File: src/rtl/ones_pkg.sv
// ones_pkg: shared widths and state encoding for the ones-counter frame collector
package ones_pkg;
    localparam int N     = 6;
    localparam int WORD  = 2 ** (N + 1) - 1;
    localparam int CNT_W = N + 1;
    localparam int IDX_W = $clog2(WORD);
    typedef enum logic [1:0] {COLLECT, LATCH, DONE} ofc_state_t;
endpackage

File: src/rtl/ones_bit_index_ctr.sv
// ones_bit_index_ctr: bit position counter for frame assembly, wraps to 0 after WORD-1
module ones_bit_index_ctr
    import ones_pkg::*;
(
    input  logic             clk,
    input  logic             rst,
    input  logic             i_clr,
    input  logic             i_en,
    output logic [IDX_W-1:0] o_idx,
    output logic             o_term
);
    logic [IDX_W-1:0] r_idx;
    assign o_idx  = r_idx;
    assign o_term = r_idx == IDX_W'(WORD - 1);
    // advance on each accepted bit, wrapping at the end of the frame
    always_ff @(posedge clk)
        if (rst || i_clr) r_idx <= '0;
        else if (i_en)    r_idx <= o_term ? '0 : r_idx + 1'b1;
endmodule

File: src/rtl/ones_frame_collector.sv
// ones_frame_collector: assembles a serial frame for the popcount tree and registers its count
module ones_frame_collector
    import ones_pkg::*;
(
    input  logic             clk,
    input  logic             rst,
    input  logic             clr,
    input  logic             ser_in,
    input  logic             ser_valid,
    output logic             ser_ready,
    output logic [WORD-1:0]  frame_out,
    input  logic [CNT_W-1:0] cnt_in,
    output logic [CNT_W-1:0] cnt_out,
    output logic             cnt_valid,
    input  logic             cnt_ready
);
    ofc_state_t       r_state;
    logic [WORD-1:0]  r_frame;
    logic [CNT_W-1:0] r_cnt;
    logic             r_cnt_valid;
    logic             r_ser_ready;
    logic [IDX_W-1:0] w_idx;
    logic             w_term;
    logic             w_accept;
    assign w_accept  = ser_valid & r_ser_ready;
    assign ser_ready = r_ser_ready;
    assign frame_out = r_frame;
    assign cnt_out   = r_cnt;
    assign cnt_valid = r_cnt_valid;
    ones_bit_index_ctr u_idx (
        .clk    (clk),
        .rst    (rst),
        .i_clr  (clr),
        .i_en   (w_accept),
        .o_idx  (w_idx),
        .o_term (w_term)
    );
    // frame assembly, count capture and drain handshake; clr aborts but keeps the last count
    always_ff @(posedge clk)
        if (rst) begin
            r_state     <= COLLECT;
            r_frame     <= '0;
            r_cnt       <= '0;
            r_cnt_valid <= 1'b0;
            r_ser_ready <= 1'b1;
        end else if (clr) begin
            r_state     <= COLLECT;
            r_frame     <= '0;
            r_cnt_valid <= 1'b0;
            r_ser_ready <= 1'b1;
        end else begin
            unique case (r_state)
                COLLECT: if (w_accept) begin
                    r_frame[w_idx] <= ser_in;
                    if (w_term) begin
                        r_state     <= LATCH;
                        r_ser_ready <= 1'b0;
                    end
                end
                LATCH: begin
                    r_cnt       <= cnt_in;
                    r_cnt_valid <= 1'b1;
                    r_state     <= DONE;
                end
                DONE: if (cnt_ready) begin
                    r_cnt_valid <= 1'b0;
                    r_frame     <= '0;
                    r_ser_ready <= 1'b1;
                    r_state     <= COLLECT;
                end
                default: r_state <= COLLECT;
            endcase
        end
endmodule

File: config.mk
export PLATFORM = sky130hd
export DESIGN_NAME = ones_frame_collector
export DESIGN_NICKNAME = d
export VERILOG_FILES = /design/src/rtl/ones_pkg.sv /design/src/rtl/ones_bit_index_ctr.sv /design/src/rtl/ones_frame_collector.sv
export SDC_FILE = /design/constraint.sdc
export NUM_CORES = 1
export LEC_CHECK = 0
export BUFFER_PORTS_ARGS = -buffer_cell sky130_fd_sc_hd__buf_2
export CORE_UTILIZATION = 55
export CTS_CLUSTER_DIAMETER = 40
export DETAILED_ROUTE_END_ITERATION = 12
export GPL_ROUTABILITY_DRIVEN = 1
export GPL_TIMING_DRIVEN = 0
export PLACE_DENSITY = 0.78
export SLEW_MARGIN = 20
export SYNTH_ARGS = -nofsm -noshare
export SYNTH_HDL_FRONTEND = slang
export SYNTH_SLANG_ARGS = --single-unit
File: constraint.sdc
create_clock -name clk -period 2.4 [get_ports clk]
set_input_delay 0.24 -clock clk [delete_from_list [all_inputs] [get_ports clk]]
set_output_delay 0.24 -clock clk [all_outputs]
set_load 0.01 [all_outputs]
==> flow_metrics.py, run 1 <==
metrics = {
    "logic_synthesis": {
        "syn_nets": 789,
        "synth_area_um2": 7310,
        "synth_cell_type_count": 38,
        "ys_seq_area_share_pct": 39.7,
        "ys_warn_count": 0,
        "ys_ff_latch": 145,
        "synthCells": 774,
        "avgSynthCellArea_um2": 9.44,
    },
    "die": {
        "rows": 41,
        "core-area_um2": 12800,
        "fp.dieH_um": 117,
        "die_w_um": 117,
        "die-area_um2": 13700,
        "floorplan.initialDensity_pct": 57.2,
        "ios": 149,
    },
    "sta": {
        "fmax_mhz": 423,
        "setup_viol": 0,
        "finalSetupTns_ps": 0,
        "post-route-min-period_ps": 2370,
        "fin_worst_skew_ps": 7.53,
        "hold_viol": 0,
        "slew_headroom_pct": 30.4,
        "rsz0062_at_grt": "false",
        "drv_slew": 0,
        "post-route-period-util_pct": 98.6,
        "worst_pin_slew_ps": 1040,
    },
    "clock_network": {
        "cts_setup_buffers": 0,
        "cts_tree": "yes",
        "path_clk_slew_ps": 60,
        "cts_buffer_depth": 2,
        "root_buffer": "clkbuf_16",
        "cts_buffers": 17,
        "clkSinkCount": 145,
        "h-tree-depth": 4,
        "clock_latency_ps": 430,
        "hold_buffers": 0,
    },
    "layout": {
        "nets": 955,
        "drive_gt1_share_pct": 25.9,
        "final_common_cell": "buf_2",
        "seqCellArea_um2": 2900,
        "final_cell_mix": "buf_2 (156), dfxtp_1 (145), nand4_1 (129)",
        "syn_to_final_growth_pct": 22.0,
        "fin_util_pct": 69.8,
        "fill_cells": 999,
        "diodes": 0,
        "multiInputGateArea_um2": 3830,
    },
    "detailed_routing": {
        "vias_per_cell": 7.39,
        "firstDrtPassIters": 7,
        "num_vias": 8317,
        "wl_um": 27300,
        "drtIter0Drc": 1137,
        "drcViolationCount": 0,
        "ant_nets": 0,
        "routedWlPerCell_um": 24.3,
    },
    "power_and_ir_drop": {
        "pwr-share-clk_pct": 52.3,
        "swShare_pct": 23.1,
        "ir_drop_mv": 0.391,
        "power_density_nw_per_um2": 625,
        "power_frac_seq_pct": 43.3,
        "combinationalPowerShare_pct": 4.4,
        "p_leak_nw": 3.16,
        "p_int_mw": 4.29,
        "power.switching_mw": 1.28,
    },
    "flow_run": {
        "drv_cap": 0,
    },
    "setup_path": {
        "critical_path_required_ps": 2660,
        "end_kind": "register",
        "start_kind": "register",
        "worst-path-max-fanout": 10,
        "crit_arrival_ps": 2630,
        "path_class": "register to register",
    },
    "placed_design": {
        "io_buffers": 148,
        "hpwl_um": 17600,
        "place.gp.congestion": 0.920,
    },
    "hold_path": {
        "hp-class": "input port to register",
    },
    "global_routing": {
        "grt_usage_pct": 39.4,
        "antenna_found_initial": 0,
        "overflow": 0,
        "grt_max_degree": 17,
        "grt_pass1_vias": 7481,
        "grt_pass1_wl_um": 40800,
    },
    "status": {
        "outcome": "complete, no violations",
    },
}
synth_stat cells, drive strengths merged:
cell | number | area share, %
a21oi | 6 | 0.41
a311oi | 1 | 0.12
and2 | 1 | 0.086
and4 | 1 | 0.12
and4b | 1 | 0.14
buf | 23 | 2.1
clkbuf | 112 | 5.8
dfxtp | 145 | 40
ha | 2 | 0.34
inv | 2 | 0.10
mux2i | 7 | 0.96
nand2 | 15 | 0.77
nand2b | 3 | 0.26
nand3 | 3 | 0.21
nand3b | 4 | 0.41
nand4 | 129 | 11
nand4b | 4 | 0.48
nand4bb | 7 | 1.1
nor2 | 11 | 0.57
nor3b | 1 | 0.10
nor4 | 2 | 0.17
nor4b | 2 | 0.24
nor4bb | 1 | 0.14
o2111ai | 127 | 15
o211ai | 128 | 16
o21ai | 3 | 0.21
o31ai | 3 | 0.38
or3 | 18 | 1.5
or3b | 3 | 0.36
or4 | 3 | 0.31
or4b | 4 | 0.55
xnor2 | 1 | 0.12
xor2 | 1 | 0.12
logic make-up (layout without fill, tap and decap cells):
| logic type | Yosys count | in the layout | share of synthesized area, % |
|---|---|---|---|
| AO/OA/AOI/OAI | 268 | 268 | 32.2 |
| XOR/XNOR | 2 | 2 | 0.240 |
| adder cells (fa/ha/maj) | 2 | 2 | 0.342 |
| buffers and inverters | 137 | 316 | 7.95 |
| flip-flops | 145 | 145 | 39.7 |
| multiplexers | 7 | 7 | 0.959 |
| AND/OR/NAND/NOR | 213 | 213 | 18.6 |
flip-flops by register name, summed over array words and instances (netlist names):
| signal | count |
|---|---|
| r_state | 2 |
| ser_ready | 1 |
| frame_out | 127 |
| cnt_out | 7 |
| cnt_valid | 1 |
| u_idx.o_idx | 7 |
per-stage QoR:
stage / hold WS (ps) / instance area, um^2 / std cells / power (mW) / worst slack [ps]
global placement: 445 / 8260 / 1094 / 2.68 / 60.0
floorplan: 355 / 7310 / 774 / 2.60 / 674
finish: 48.1 / 8920 / 1125 / 5.57 / 34.4
CTS: 48.2 / 8910 / 1126 / 5.54 / 6.07
global route: 48.3 / 8920 / 1125 / 5.69 / 34.9
detailed placement: 433 / 8260 / 1094 / 2.69 / -1.56
layout make-up:
cell class	count	area share (%)
plain buffers	134	6.50
clock buffers	17	4.77
clock inverters	15	2.43
inverters	2	0.0842
multi-input cells	492	42.9
flip-flops and latches	145	32.6
well taps	172	2.41
repair buffers	148	8.31
power groups by stage:
stage | Combinational (mW) | Sequential [mW] | Clock, mW
detailed placement | 0.225 | 2.47 | 0
floorplan | 0.137 | 2.46 | 0
global route | 0.251 | 2.41 | 3.02
global placement | 0.219 | 2.46 | 0
finish | 0.243 | 2.41 | 2.92
CTS | 0.226 | 2.41 | 2.91
worst max-delay path, cell delays in order, from the launching register on:
cell	delay [ps]
dfxtp_1	330
clkbuf_1	220
and4_1	280
nand2_1	310
clkbuf_1	820
o211ai_1	230
timing repair:
item / CTS / global route
resized for setup: 1 / 18
pin swaps: 0 / 0
setup endpoints to repair: 1 / 42
metal layers:
layer / GRT usage (%) / vias up / part of all wire, %
met5: 0 / - / 0
met4: 22.5 / 0 / 4.2
met3: 10.6 / 128 / 13
met2: 59.8 / 694 / 45
met1: 50.6 / 3913 / 38
li1: - / 3582 / -
path summary, 6_finish.rpt:
kind / from / endpoint / slack (ps) / depth (start not counted)
setup / recovery: u_idx.o_idx[0] / frame_out[51] / 30 / 5
hold / removal: cnt_in[6] / cnt_out[6] / 50 / 3
setup reg to reg: u_idx.o_idx[0] / frame_out[51] / 30 / 5
hold reg to reg: cnt_valid / cnt_valid / 440 / 2
(Power assumes the default switching activity.)
==> run 2, diff against run 1 <==
- SYNTH_HIERARCHICAL: default -> 1
==> run 2 against run 1 <==
  * Register-to-register slack hardly changed
  * Critical path depth is the same
  * Clock power is 8.6% lower
  * Clock skew is 1.8 ps higher
  * Clock-buffer cell count rose by 4
  * Final cell count increased by 0.71%
  * Critical path type unchanged
  * Critical endpoint is now frame_out[18]
==> flow_metrics.py, run 2 <==
metrics = {
    "logic_synthesis": {
        "avgSynthCellArea_um2": 9.32,
        "synth.most_common_cell": "dfxtp_1",
        "ys_warn_count": 6,
        "synthTopCellsByArea": "dfxtp_1 (40%), o2111ai_1 (15%), nand4_1 (11%), o211ai_1 (11%), clkbuf_1 (5.9%)",
        "syn_nets": 797,
        "ys.flop_type": "dfxtp_1",
        "synth_edf_count": 0,
        "yosys.area.top_type": "dfxtp_1",
        "synth_common_cells": "dfxtp_1 (145), nand4_1 (129), o2111ai_1 (127)",
        "synth_cell_type_count": 46,
        "ys_ff_latch": 145,
        "synthArstFlopShare_pct": 0,
        "synth_area_um2": 7290,
        "synth_top_area_share_pct": 39.8,
        "synthCells": 782,
        "ys_seq_area_share_pct": 39.8,
    },
    "die": {
        "die_w_um": 117,
        "die-area_um2": 13700,
        "rows": 41,
        "ios": 149,
        "floorplan.initialDensity_pct": 57.1,
        "fp.dieH_um": 117,
        "core-area_um2": 12800,
    },
    "layout": {
        "final_common_cell": "buf_2",
        "fin_util_pct": 69.5,
        "multiInputGateArea_um2": 3850,
        "diodes": 0,
        "seqCellArea_um2": 2900,
        "final_cell_count_no_fill": 1133,
        "syn_to_final_growth_pct": 21.9,
        "nets": 964,
        "fill_cells": 1007,
        "final_cell_mix": "buf_2 (157), dfxtp_1 (144), nand4_1 (129)",
        "largest_reg_flops": 127,
        "drive_gt1_share_pct": 25.9,
    },
    "clock_network": {
        "cts_buffers": 17,
        "cts_tree": "yes",
        "clkSinkCount": 145,
        "h-tree-depth": 4,
        "path_clk_slew_ps": 60,
        "cts_buffer_depth": 2,
        "root_buffer": "clkbuf_16",
        "clock_latency_ps": 440,
    },
    "detailed_routing": {
        "firstDrtPassIters": 5,
        "drcViolationCount": 0,
        "wl_um": 27400,
        "ant_nets": 0,
        "drtIter0Drc": 1192,
        "routedWlPerCell_um": 24.1,
        "vias_per_cell": 7.41,
        "num_vias": 8400,
    },
    "hold_path": {
        "hp-class": "input port to register",
    },
    "sta": {
        "hold_viol": 0,
        "post-route-period-util_pct": 98.0,
        "fin_worst_skew_ps": 9.29,
        "fmax_mhz": 425,
        "finalSetupTns_ps": 0,
        "drv_slew": 0,
        "post-route-min-period_ps": 2350,
        "rsz0062_at_grt": "false",
        "slew_headroom_pct": 45.3,
        "worst_pin_slew_ps": 821,
        "setup_viol": 0,
    },
    "power_and_ir_drop": {
        "ir_drop_mv": 0.373,
        "power_density_nw_per_um2": 597,
        "p_leak_nw": 3.11,
    },
    "global_routing": {
        "overflow": 0,
        "grt_max_degree": 17,
        "grt_usage_pct": 40.0,
        "grt_pass1_wl_um": 41300,
        "antenna_found_initial": 0,
        "grt_pass1_vias": 7504,
    },
    "setup_path": {
        "critical_path_required_ps": 2750,
        "crit_arrival_ps": 2710,
        "start_kind": "register",
        "worst-path-max-fanout": 10,
        "end_kind": "register",
        "path_class": "register to register",
    },
    "placed_design": {
        "place.gp.congestion": 0.910,
        "io_buffers": 148,
        "hpwl_um": 17800,
        "dp_cells": 1102,
    },
    "status": {
        "outcome": "complete, no violations",
    },
    "flow_run": {
        "drv_cap": 0,
    },
}
[run 2: cell families (layout without fill, tap and decap cells)]
family	count (synthesis)	in the layout	synth area share [%]
fa+ha+maj	2	2	0.343
flops	145	145	39.8
simple gates	218	218	19.4
buf+inv	136	315	7.74
compound gates	273	273	31.6
mux	8	8	1.12
[run 2: repair_timing]
| item | CTS | global route |
|---|---|---|
| buffers inserted | 0 | 0 |
| setup endpoints to repair | 35 | 90 |
| gates resized for setup | 6 | 31 |
| pin swaps | 0 | 0 |
| hold buffers | 0 | 0 |
| gates cloned | 0 | 0 |
[run 2: critical path: stages (launching register included)]
cell and delay, ps:
dfxtp_1 500, clkbuf_1 350, nor4b_2 390, nand2_1 380
clkbuf_2 390, o211ai_1 260
[run 2: final cells by class]
class	count	share of cell area, %
plain buffers	131	6.37
clock inverters	10	1.23
repair buffers	148	8.34
well taps	172	2.42
inverters	5	0.211
clock buffers	21	5.41
multi-input cells	501	43.3
flip-flops and latches	145	32.7
[run 2: final timing paths]
path,start,to,slack [ps],cells after the start
worst max-delay path,u_idx/o_idx[1],frame_out[18],50,5
worst min-delay path,cnt_in[0],cnt_out[0],50,3
worst min register to register,cnt_valid,cnt_valid,450,2
worst max register to register,u_idx/o_idx[1],frame_out[18],50,5
[run 2: power breakdown]
part           switching [mW]  internal [mW]
clock                    1.05           1.62
sequential            0.00275           2.41
combinational           0.184         0.0394
total                    1.23           4.07
[run 2: layer usage]
metal  global-route usage (%)  part of all wire (%)  vias to the layer above
met4                     23.8                   5.1                        0
met5                        0                     0                        -
li1                         -                     -                     3623
met2                     60.2                    45                      674
met1                     51.2                    37                     3974
met3                     11.2                    13                      129
[run 2: stage by stage]
| step | instance area (um^2) | setup WS, ps | hold slack, ps | total power [mW] |
|---|---|---|---|---|
| floorplan | 7290 | 568 | 387 | 2.59 |
| global placement | 8250 | -19.5 | 445 | 2.67 |
| detailed placement | 8250 | -124 | 438 | 2.67 |
| CTS | 8840 | 2.59 | 46.7 | 5.27 |
| global route | 8880 | 4.01 | 48.9 | 5.41 |
| finish | 8880 | 48.5 | 53.0 | 5.31 |
